## config.mk

```make
export PLATFORM = sky130hd
export DESIGN_NAME = instruction_fetch_unit
export DESIGN_NICKNAME = d
export VERILOG_FILES = /design/src/rtl/instruction_fetch_unit.sv
export SDC_FILE = /design/constraint.sdc
export NUM_CORES = 1
export LEC_CHECK = 0
export ABC_AREA = 1
export BUFFER_PORTS_ARGS = -buffer_cell sky130_fd_sc_hd__buf_2
export CORE_MARGIN = 1
export CORE_UTILIZATION = 45
export CTS_CLUSTER_DIAMETER = 60
export CTS_CLUSTER_SIZE = 24
export DETAILED_ROUTE_END_ITERATION = 10
export PLACE_DENSITY = 0.74
export SYNTH_ARGS = -nofsm -noshare
export SYNTH_HDL_FRONTEND = slang
export SYNTH_SLANG_ARGS = --single-unit
```

## constraint.sdc

```tcl
create_clock -name clk -period 2.85 [get_ports clk]
set_input_delay 0.4275 -clock clk [delete_from_list [all_inputs] [get_ports clk]]
set_output_delay 0.4275 -clock clk [all_outputs]
set_load 0.1 [all_outputs]
```

## src/rtl/instruction_fetch_unit.sv

```systemverilog
`default_nettype none
// +----------------------------------------------------------------------------+
// | Module   : instruction_fetch_unit                                          |
// | Brief    : PC owner and fetch queue between instruction memory and decode. |
// | Revision : 1.0                                                             |
// +----------------------------------------------------------------------------+
module instruction_fetch_unit #(
  parameter logic [63:0] PC_RESET = 64'h0,
  parameter int          DEPTH    = 2
) (
  input  logic        clk,
  input  logic        reset,
  output logic [63:0] Inst_Address,
  input  logic [31:0] Instruction,
  input  logic        Branch_Taken,
  input  logic [63:0] Branch_Target,
  output logic        Fetch_Valid,
  input  logic        Decode_Ready,
  output logic [31:0] Fetch_Instruction,
  output logic [63:0] Fetch_PC,
  output logic        Halted
);

  localparam int          AW      = (DEPTH > 2) ? $clog2(DEPTH) : 1;
  localparam logic [AW:0] c_depth = (AW + 1)'(DEPTH);
  localparam logic [0:0]  RUN     = 1'b0;
  localparam logic [0:0]  HALT    = 1'b1;

  logic [0:0]    r_state, w_state_nxt;
  logic [63:0]   r_pc;
  logic [31:0]   r_q_inst [DEPTH];
  logic [63:0]   r_q_pc   [DEPTH];
  logic [AW-1:0] r_head, r_tail;
  logic [AW:0]   r_count;

  logic w_pop, w_room, w_push, w_zero_stop;

  assign w_pop       = (r_count != '0) && Decode_Ready;
  assign w_room      = (r_count < c_depth) || w_pop;
  assign w_push      = (r_state == RUN) && w_room && (Instruction != 32'h0) && !Branch_Taken;
  assign w_zero_stop = (r_state == RUN) && w_room && (Instruction == 32'h0);

  assign Inst_Address      = r_pc;
  assign Fetch_Valid       = (r_count != '0);
  assign Fetch_Instruction = Fetch_Valid ? r_q_inst[r_head] : 32'h0;
  assign Fetch_PC          = Fetch_Valid ? r_q_pc[r_head]   : 64'h0;

  always_ff @(posedge clk or negedge reset) begin
    if (!reset) r_state <= RUN;
    else        r_state <= w_state_nxt;
  end

  always_comb begin
    w_state_nxt = r_state;
    if (Branch_Taken)     w_state_nxt = RUN;
    else if (w_zero_stop) w_state_nxt = HALT;
  end

  always_comb begin
    Halted = (r_state == HALT);
  end

  // A redirect discards that edge's push and pop along with the queued words.
  always_ff @(posedge clk or negedge reset) begin
    if (!reset) begin
      r_pc    <= PC_RESET;
      r_head  <= '0;
      r_tail  <= '0;
      r_count <= '0;
      for (int i = 0; i < DEPTH; i++) begin
        r_q_inst[i] <= 32'h0;
        r_q_pc[i]   <= 64'h0;
      end
    end else if (Branch_Taken) begin
      r_pc    <= Branch_Target & ~64'h3;
      r_head  <= '0;
      r_tail  <= '0;
      r_count <= '0;
    end else begin
      if (w_push) begin
        r_q_inst[r_tail] <= Instruction;
        r_q_pc[r_tail]   <= r_pc;
        r_tail           <= r_tail + 1'b1;
        r_pc             <= r_pc + 64'd4;
      end
      if (w_pop) r_head <= r_head + 1'b1;
      case ({w_push, w_pop})
        2'b10:   r_count <= r_count + 1'b1;
        2'b01:   r_count <= r_count - 1'b1;
        default: r_count <= r_count;
      endcase
    end
  end

endmodule
`default_nettype wire

```

# After elaboration in Yosys (flattened, before gate mapping)
# Cells that the tools add are included.
[word_totals]
elab_cells = 64
ff_bits = 261
memories = 0
rom_bits = 0
latchBits = 0
input_bits = 100
mem_bits_rw = 0
[op_classes]
mul = 0
bitwise = 4
addsub = 5
n_shift = 0
n_eq_ne = 2
n_div = 0
n_lt_le_gt_ge = 4
mux = 24
reduce_logical = 16
[op_table]
columns = ["operator", "count"]
rows = [
  ["$mux 64", 7],
  ["$mux 32", 5],
  ["$bwmux 128", 1],
  ["$add 64x3->64 const B", 1],
  ["$bwmux 64", 1],
  ["$demux 64 s1", 1],
  ["$demux 32 s1", 1],
  ["$logic_not 32->1", 1],
  ["$reduce_bool 32->1", 1],
  ["$reduce_bool 2->1", 4],
  ["$logic_and 1x1->1", 6],
  ["$mux 1", 6],
  ["$ge 2x2->1 const B", 2],
  ["$not 1->2", 2],
  ["$pmux 2 s2", 1],
  ["$reduce_bool 3->1", 1],
  ["$add 1x1->1 const B", 2],
  ["$add 2x1->2 const B", 1],
  ["$eq 2x1->1 const B", 1],
  ["$eq 2x2->1 const B", 1],
  ["$lt 2x1->1 const B", 1],
  ["$lt 2x2->1 const B", 1],
  ["$mux 2", 1],
  ["$not 1->1", 2],
  ["4 further kinds", 4],
]

# Depth between registers and ports, before layout
# Gate-level depths: netlist of run 1.
[depth]
ltp_word = 9
depth_mapped = 13
ltp_nobuf = 12

# Least setup slack after synthesis of run 1
# No wires, ideal clock.
[synth_path]
kind = "register to output"
from = "reg r_count[1]"
to = "out Fetch_PC[10]"
arrival_ns = 2.896
path_stages_with_launch = 7
required_ns = 2.423
setup_slack_ns = -0.473
n_path_buf = 2
path_cell_list = "dfrtp_1 inv_1 nand2_2 inv_1 clkbuf_1 buf_1 a21oi_1"
[synth_between]
elab_chain_cells = 2
[synth_rtl]
columns = ["element", "line_no", "text"]
rows = [
  ["start, declared", "34", "logic [AW:0] r_count;"],
  ["start signal, assigned", "88", "2'b10: r_count <= r_count + 1'b1;"],
  ["start signal, assigned", "89", "2'b01: r_count <= r_count - 1'b1;"],
  ["start signal, assigned", "90", "default: r_count <= r_count;"],
  ["$reduce_bool 2->1", "44", "assign Fetch_Valid = (r_count != '0);"],
  ["via Fetch_Valid", "17", "output logic Fetch_Valid,"],
  ["$mux 64", "46", "assign Fetch_PC = Fetch_Valid ? r_q_pc[r_head] : 64'h0;"],
  ["end, declared", "20", "output logic [63:0] Fetch_PC,"],
]
# The timed path passes the listed nets, and every way through them passes these cells.

# Final worst setup path of run 1
[layout_path]
from = "reg r_head"
to = "out Fetch_PC[19]"
[layout_between]
elab_chain_cells = 5
[layout_rtl]
columns = ["element", "line_no", "text"]
rows = [
  ["start, declared", "33", "logic [AW-1:0] r_head, r_tail;"],
  ["start signal, assigned", "86", "if (w_pop) r_head <= r_head + 1'b1;"],
  ["$not 1->2 (implied by the code)", "46", ""],
  ["$mux 64 (implied by the code) (3 in a row)", "46", ""],
  ["$mux 64", "46", ""],
]
# No other way between the ends. The select of a mux whose other input is x is not followed.

==> results of run 1 <==
-- layout make-up --
class,count,area (µm²)
inverter,155,587
tap,390,488
multi-input combinational,1370,6330
timing repair buffer,282,3030
sequential,255,6380
clock inverter,19,280
clock buffer,27,633
fill,2724,12100
-- placed cells by master, fill, tap and decap left out, types with 4 or more instances in the layout --
master     instances
xor2_1            11
o21ai_0          173
buf_12           104
a21oi_1           79
clkbuf_16         25
nand2_1          636
nor3_1            24
nor2_1           164
o21ai_1           28
inv_2              4
a21oi_2           30
nand3_1          101
o211ai_1          12
a31oi_1            9
nand2_2            4
o21ai_2           35
inv_8              4
buf_4             16
inv_16             5
dfrtp_1          254
nand4_1           33
conb_1             4
nor2_2             7
inv_1            148
buf_2            160
-- per-layer routing --
layer | part of all wire | up-vias
li1 | - | 6479
met1 | 0.42 | 6504
met2 | 0.46 | 623
met3 | 0.084 | 70
met4 | 0.027 | 0
met5 | 0 | -
-- repair_timing --
item | in CTS | in global routing
resized for setup | 0 | 0
hold buffers | 1 | 0
endpoints found under the hold margin | 82 | 0
-- registers in the layout (all words and copies together), names as in the netlist --
signal        flops
r_q_pc          124
r_q_inst         64
r_head            1
Halted            1
Inst_Address     62
r_tail            1
r_count           2
-- worst max-delay path, stage by stage (launching register included) --
cell and delay (ns):
dfrtp_2 0.43, inv_2 0.06, buf_4 0.47, nand2_1 0.12, a21oi_1 0.35, buf_12 0.23
-- how the worst max path moves through the flow --
stage                    start      endpoint  slack [ns]  cells after the start
6_report                r_head  Fetch_PC[19]        0.17                      5
5_1_grt                 r_head  Fetch_PC[38]        0.06                      5
4_1_cts                 r_head  Fetch_PC[19]        0.16                      5
3_5_place_dp   Instruction[18]    r_q_pc[10]        0.47                     12
3_3_place_gp   Instruction[17]    r_q_pc[16]        0.52                     12
2_1_floorplan       r_count[1]  Fetch_PC[10]       -0.47                      6
-- cell families (layout without fill, tap and decap cells) --
group           count (synthesis)  after routing  synth area share
simple gates                  983            983             0.293
compound gates                371            371             0.148
flops                         255            255             0.464
buf+inv                       254            483            0.0867
xor+xnor                       11             11           0.00700
fa+ha+maj                       1              1          0.000909
other cells                     1              4          0.000272
-- power groups by stage --
stage	Clock (W)	Combinational [W]	Sequential, W
after floorplan	0	0.00560	0.00686
after global placement	0	0.00952	0.00581
after detailed placement	0	0.00965	0.00588
after CTS	0.00371	0.00969	0.00582
after global routing	0.00384	0.0102	0.00601
final	0.00366	0.00966	0.00586
-- metrics by stage --
| stage | setup TNS, ns | cell area, µm² | hold slack [ns] | utilization |
|---|---|---|---|---|
| final | 0 | 17700 | 0.108 | 0.593 |
| after global routing | 0 | 17700 | 0.118 | 0.593 |
| after CTS | 0 | 17700 | 0.0997 | 0.593 |
| after detailed placement | 0 | 16800 | 0.468 | 0.563 |
| after global placement | 0 | 16800 | 0.465 | 0.563 |
| after floorplan | -29.48 | 13900 | 0.132 | - |
==> results.txt, run 1 <==
DRC Markers: 0
maximum VDD drop: 0.000602 V
Syn-to-layout area delta: 28.8%
Nets: 2190
DIE WIDTH: 177 µm
Via-to-Cell Ratio: 5.47
# rows: 63
Initial DRC Count: 1419
CP Capture Type: primary output
# diodes: 0
number of routed nets with antenna violations: 0
CP arrival: 2.25 ns
Fmax: 0.373 GHz
via count: 13700
outcome: completed
gr ovfl total: 0
syn avg cell area: 7.34 µm²
minimum clock period: 2.68 ns
Synth area leader: dfrtp_1
Reg2Reg Depth: 9
count leader, synth: nand2_1
DR WL/cell: 18.2 µm
core area: 29900 µm²
CTS tree: yes
Place WS: 0.474 ns
final setup violation count: 0
Detailed Routing Iterations Pass 1: 6
IO Port Bufs: 255
chip height: 177 µm
crit path kind: reg2out
data required time at the worst endpoint: 2.42 ns
PnR worst setup slack: 0.168 ns
Setup Skew: 0.0175 ns
vias in the first global route: 12600
RD Place Congestion: 0.962
post-synthesis cell type count: 37
met3 GRT Util: 0.0477
final total power: 0.0192 W
net switching power figure: 0.00968 W
Clock Sinks: 255
Combinational Power Share: 0.504
Cells after Synth: 1876
largest net degree at the start of global routing: 95
Fin. Hold Viols: 0
leakage: 8.38 nW
max_cap viols: 0
Non-Filler Instances: 2498
Power Internal: 0.00951 W
sequential share of the synthesized area: 0.464
Area contributors post-synth: dfrtp_1, nand2_1, o21ai_0
count of state elements after synthesis: 255
CTS buffer count: 25
hold path endpoint: Inst_Address[37]
setup bufs post-CTS: 0
worst slew pin tran: 0.660 ns
H-tree Lvls: 1
period utilization: 0.941
cell count of the worst hold path: 3
clock tree buffer depth: 3
first-pass GRT wire length: 70200 µm
Die Area: 31300 µm²
hpwl dp: 32800 µm
critical path peak fanout: 49
Net Sw Frac: 0.504
reg-to-reg slack, setup: 0.50 ns
startpoint types: flip-flop
I/O pin total: 262
Main synth FF type: dfrtp_1
DP Cell Count: 2451
root buffer cell: clkbuf_16
unrepaired setup endpoints after global routing: no
sequential power share: 0.305
PwrDens: 1080 nW/µm²
CTS clk-pin slew, worst paths: 0.08 ns
Post-synth EDFFs: 0
Ys Warns: 0
initial antenna violation count: 0
share of layout cells above drive strength 1: 0.199
gr busiest metal: met2
reg2reg start: Inst_Address[3]
worst rel slew slack: 0.560
min-delay src: Branch_Target[37]
Starting Density: 0.461
Min-Delay Path Class: in2reg
mapped cell area: 13800 µm²
Post-Route WL: 45400 µm
clock share of power: 0.191
Global Route met2 Usage: 0.459
met1 usage: 0.410
Skew-Pair Late Insertion Delay: 0.55 ns
reg2reg end: Inst_Address[16]
top cell type's share of synthesized area: 0.464
gr usage total: 0.291
synth cell count leaders: nand2_1, dfrtp_1, o21ai_0
Max Slew Vio Count: 0
Synth async-reset ratio: 1.00
No activity file was read; power rests on OpenSTA's default activity.
==> run 2, diff against run 1 <==
CORE_UTILIZATION = 59   (was 45)
PLACE_DENSITY = 0.91   (was 0.74)
==> run 2 against run 1 <==
  * Clock-buffer cell count decreased by 3
  * Worst hold slack better by 0.021 ns
  * Clock skew increased by 0.0081 ns
  * Sequential power up 2%
  * Cell area fell by 2.4%
  * Largest power group unchanged
==> results.txt, run 2 (synthesized netlist as in run 1, its figures left out) <==
outcome: completed
Non-Filler Instances: 2413
startpoint types: flip-flop
number of routed nets with antenna violations: 0
root buffer cell: clkbuf_16
DP Cell Count: 2377
Biggest register: r_q_pc
hold slack: 0.129 ns
maximum VDD drop: 0.000727 V
Reg2Reg Depth: 9
cell count of the worst hold path: 3
CP peak stage delay: 0.48 ns
RD Place Congestion: 1.02
Via-to-Cell Ratio: 5.98
final setup violation count: 0
data required time at the worst endpoint: 2.42 ns
Clock Sinks: 255
crit path cell chain: buf_4 > nand2_1 > a21oi_1 > buf_12
gr ovfl total: 0
via count: 14400
hpwl dp: 33800 µm
DR WL/cell: 19.6 µm
Starting Density: 0.604
Nets: 2188
leakage: 8.25 nW
setup bufs post-CTS: 0
reg2reg start: Inst_Address[3]
min-delay src: Branch_Target[37]
largest net degree at the start of global routing: 76
Syn-to-layout area delta: 25.7%
max_cap viols: 0
Final Cell Area: 17300 µm²
Detailed Routing Iterations Pass 1: 7
# diodes: 0
# rows: 55
initial antenna violation count: 0
IO Port Bufs: 255
most common cell after layout, fill and taps aside: nand2_1
minimum clock period: 2.68 ns
hold path endpoint: Inst_Address[37]
vias in the first global route: 13700
CP top delay family: buffers and inverters
CTS tree: yes
critical path peak fanout: 53
chip height: 155 µm
DRC Markers: 0
reg-to-reg slack, setup: 0.44 ns
Initial DRC Count: 1668
gr usage total: 0.397
DIE WIDTH: 155 µm
number of flip-flops in the largest register: 124
Die Area: 23900 µm²
sequential power share: 0.320
Post-Route WL: 47200 µm
CP Capture Type: primary output
clock share of power: 0.157
crit path kind: reg2out
PwrDens: 1080 nW/µm²
Critical Path Start: r_head
Max Slew Vio Count: 0
period utilization: 0.939
Setup Skew: 0.0256 ns
unrepaired setup endpoints after global routing: no
clock tree buffer depth: 3
Fin. Hold Viols: 0
worst rel slew slack: 0.492
most frequent cells in the layout: nand2_1, dfrtp_1, o21ai_0
Combinational Power Share: 0.523
first-pass GRT wire length: 73700 µm
Power Internal: 0.00903 W
I/O pin total: 262
core area: 22800 µm²
CP arrival: 2.25 ns
Min-Delay Path Class: in2reg
worst slew pin tran: 0.763 ns
reg2reg end: Inst_Address[16]
CTS buffer count: 20
net switching power figure: 0.00961 W
CTS clk-pin slew, worst paths: 0.10 ns
CP Buf/Inv Count: 2
share of layout cells above drive strength 1: 0.196
CP max-delay cell: buf_4
H-tree Lvls: 1
Net Sw Frac: 0.516
Area after DPL: 16600 µm²
Fmax: 0.374 GHz
Skew-Pair Late Insertion Delay: 0.53 ns
-- run 2: cell types whose count changed in the layout (fill, tap and decap cells not counted), sizes merged --
cell,previous run,this run
bufinv,1,0
inv,167,160
clkinv,6,5
clkinvlp,0,1
buf,281,276
clkbuf,27,32
-- run 2: per-layer routing --
| layer | wire length, µm | part of all wire | track usage | vias up |
|---|---|---|---|---|
| met5 | 0 | 0 | 0.00621 | - |
| li1 | - | - | - | 6461 |
| met4 | 2340 | 0.050 | 0.177 | 0 |
| met3 | 4950 | 0.10 | 0.0790 | 177 |
| met2 | 22000 | 0.47 | 0.641 | 941 |
| met1 | 17900 | 0.38 | 0.520 | 6840 |
-- run 2: stage by stage --
stage,setup slack (ns),TNS [ns],power (W),util
floorplan,-0.473,-29.48,0.0125,-
global placement,0.510,0,0.0152,0.729
detailed placement,0.389,0,0.0155,0.729
CTS,0.0701,0,0.0185,0.759
global route,0.135,0,0.0193,0.760
finish,0.174,0,0.0186,0.760
-- run 2: repair_timing --
item	CTS	global route
hold endpoints to repair	70	0
endpoints found under the setup margin	0	9
resized for setup	0	9
hold buffers	1	0
-- run 2: worst min-delay path: stages --
cell	delay (ns)
buf_2	0.08
nand2_1	0.04
nand3_1	0.07
-- run 2: worst max path at each step --
stage	to	slack [ns]	depth (start not counted)
3_5_place_dp	r_q_pc[42]	0.39	11
6_report	Fetch_PC[33]	0.17	4
3_3_place_gp	Inst_Address[58]	0.51	14
2_1_floorplan	Fetch_PC[10]	-0.47	6
4_1_cts	Fetch_Instruction[23]	0.07	6
5_1_grt	Fetch_PC[33]	0.14	4
-- run 2: final cells by class --
| type | count | area [µm²] |
|---|---|---|
| inverter | 155 | 588 |
| timing repair buffer | 285 | 2950 |
| sequential | 255 | 6380 |
| tap | 313 | 392 |
| fill | 1620 | 5470 |
| multi-input combinational | 1370 | 6330 |
| clock inverter | 11 | 116 |
| clock buffer | 24 | 547 |
-- run 2: power by group through the flow --
stage / logic, W / clock network (W) / registers, W
final: 0.00975 / 0.00293 / 0.00596
after global routing: 0.0102 / 0.00304 / 0.00606
after CTS: 0.00969 / 0.00292 / 0.00589
after detailed placement: 0.00960 / 0 / 0.00593
after global placement: 0.00936 / 0 / 0.00583
after floorplan: 0.00560 / 0 / 0.00686
==> run 3, diff against run 2 <==
CORE_ASPECT_RATIO = 1.1   (was not set)
==> run 3 against run 2 <==
  * Wire length fell by 1.4%
  * Die area barely moved
  * Maximum frequency fell by 4.9%
  * Largest cell class unchanged
  * Largest power group unchanged
==> results.txt, run 3 (synthesized netlist as in run 1, its figures left out) <==
hold path endpoint: Inst_Address[38]
CTS clk-pin slew, worst paths: 0.09 ns
gr usage total: 0.389
startpoint types: flip-flop
chip height: 162 µm
Min-Delay Path Class: in2reg
vias in the first global route: 13400
gr ovfl total: 0
Gates resized, CTS repair: 0
first-pass GRT wire length: 72000 µm
reg2reg end: Inst_Address[16]
PwrDens: 1070 nW/µm²
largest net degree at the start of global routing: 87
Place WS: 0.414 ns
leakage: 8.14 nW
Skew-Pair Late Insertion Delay: 0.51 ns
RD Place Congestion: 1.01
number of routed nets with antenna violations: 0
I/O pin total: 262
unrepaired setup endpoints after global routing: no
number of gates on the worst path with buffers counted: 6
setup bufs post-CTS: 0
TNS Setup: 0 ns
CP Capture Type: primary output
reg2reg start: Inst_Address[3]
crit path kind: reg2out
initial antenna violation count: 0
final total power: 0.0180 W
DRC Markers: 0
CTS buffer count: 17
cell count of the worst hold path: 3
Max Slew Vio Count: 0
DR WL/cell: 19.4 µm
period utilization: 0.987
reg-to-reg slack, setup: 0.50 ns
most common cell after layout, fill and taps aside: nand2_1
Biggest register: r_q_pc
root buffer cell: clkbuf_16
DIE WIDTH: 148 µm
most frequent cells in the layout: nand2_1, dfrtp_1, buf_2
IO Port Bufs: 255
minimum clock period: 2.81 ns
# diodes: 0
critical path peak fanout: 20
number of flip-flops in the largest register: 124
Nets: 2185
Via-to-Cell Ratio: 5.93
Reg2Reg Depth: 9
CP max-delay cell: dfrtp_1
CTS tree: yes
worst rel slew slack: 0.522
Detailed Routing Iterations Pass 1: 6
# rows: 58
Initial DRC Count: 1715
maximum VDD drop: 0.000783 V
min-delay src: Branch_Target[38]
CP Buf/Inv Count: 4
Syn-to-layout area delta: 22.5%
CP peak stage delay: 0.41 ns
hpwl dp: 33800 µm
CP arrival: 2.39 ns
Die Area: 23900 µm²
Clock Sinks: 255
data required time at the worst endpoint: 2.42 ns
worst slew pin tran: 0.718 ns
clock tree buffer depth: 3
share of layout cells above drive strength 1: 0.193
H-tree Lvls: 1
Starting Density: 0.602
CP top delay family: buffers and inverters
Post-Route WL: 46500 µm
max_cap viols: 0
via count: 14200
PnR worst setup slack: 0.0374 ns
outcome: completed
Fin. Hold Viols: 0
core area: 22900 µm²
crit path cell chain: inv_1 > nand2_2 > clkinv_2 > buf_4 > a21oi_1 > buf_12
Setup Skew: 0.0252 ns
Fmax: 0.356 GHz
final setup violation count: 0
-- run 3: cell count changes in the layout (fill, tap and decap cells not counted), sizes merged --
cell | before | now
clkbuf | 32 | 18
inv | 160 | 156
clkinv | 5 | 4
clkinvlp | 1 | 2
buf | 276 | 284
bufinv | 0 | 2
-- run 3: tightest hold or removal path, delay by kind of cell --
family	cells	cell delay (ns)
buf+inv	1	0.08
simple gates	2	0.10
-- run 3: stage by stage --
stage | hold slack [ns] | cells | util | area, µm²
final | 0.154 | 2392 | 0.738 | 16900
after global routing | 0.166 | 2392 | 0.738 | 16900
after CTS | 0.151 | 2392 | 0.738 | 16900
after detailed placement | 0.469 | 2364 | 0.712 | 16300
after global placement | 0.465 | 2364 | 0.712 | 16300
after floorplan | 0.132 | 1879 | - | 13900
-- run 3: layout make-up --
cell class | instances | area (µm²)
Multi-Input combinational cell | 1370 | 6330
Fill cell | 1660 | 6000
Inverter | 155 | 587
Sequential cell | 255 | 6380
Clock buffer | 18 | 429
Timing Repair Buffer | 285 | 2610
Clock inverter | 9 | 149
Tap cell | 300 | 375
-- run 3: where the power goes --
part	internal [W]	switching [W]	total, W
combinational	0.00238	0.00698	0.00936
clock	0.00134	0.00137	0.00271
sequential	0.00492	0.00100	0.00593
total	0.00864	0.00936	0.0180
-- run 3: how the worst max path moves through the flow --
stage	start	endpoint	slack [ns]
finish	r_count[1]	Fetch_PC[42]	0.04
floorplan	r_count[1]	Fetch_PC[10]	-0.47
detailed placement	Instruction[5]	r_q_pc[113]	0.41
CTS	r_count[1]	Fetch_PC[42]	0.1
global placement	Instruction[5]	r_q_pc[104]	0.53
global route	r_count[1]	Fetch_Instruction[31]	0.02
-- run 3: repair_timing --
item,CTS,global route
hold endpoints to repair,69,0
hold buffers,1,0
setup endpoints to repair,0,0
-- run 3: metal layers --
| metal | wire length, µm | track usage | vias to the layer above |
|---|---|---|---|
| met1 | 18100 | 0.517 | 6747 |
| met4 | 1970 | 0.160 | 0 |
| met5 | 0 | 0 | - |
| met3 | 4190 | 0.0486 | 132 |
| li1 | - | - | 6442 |
| met2 | 22300 | 0.646 | 860 |
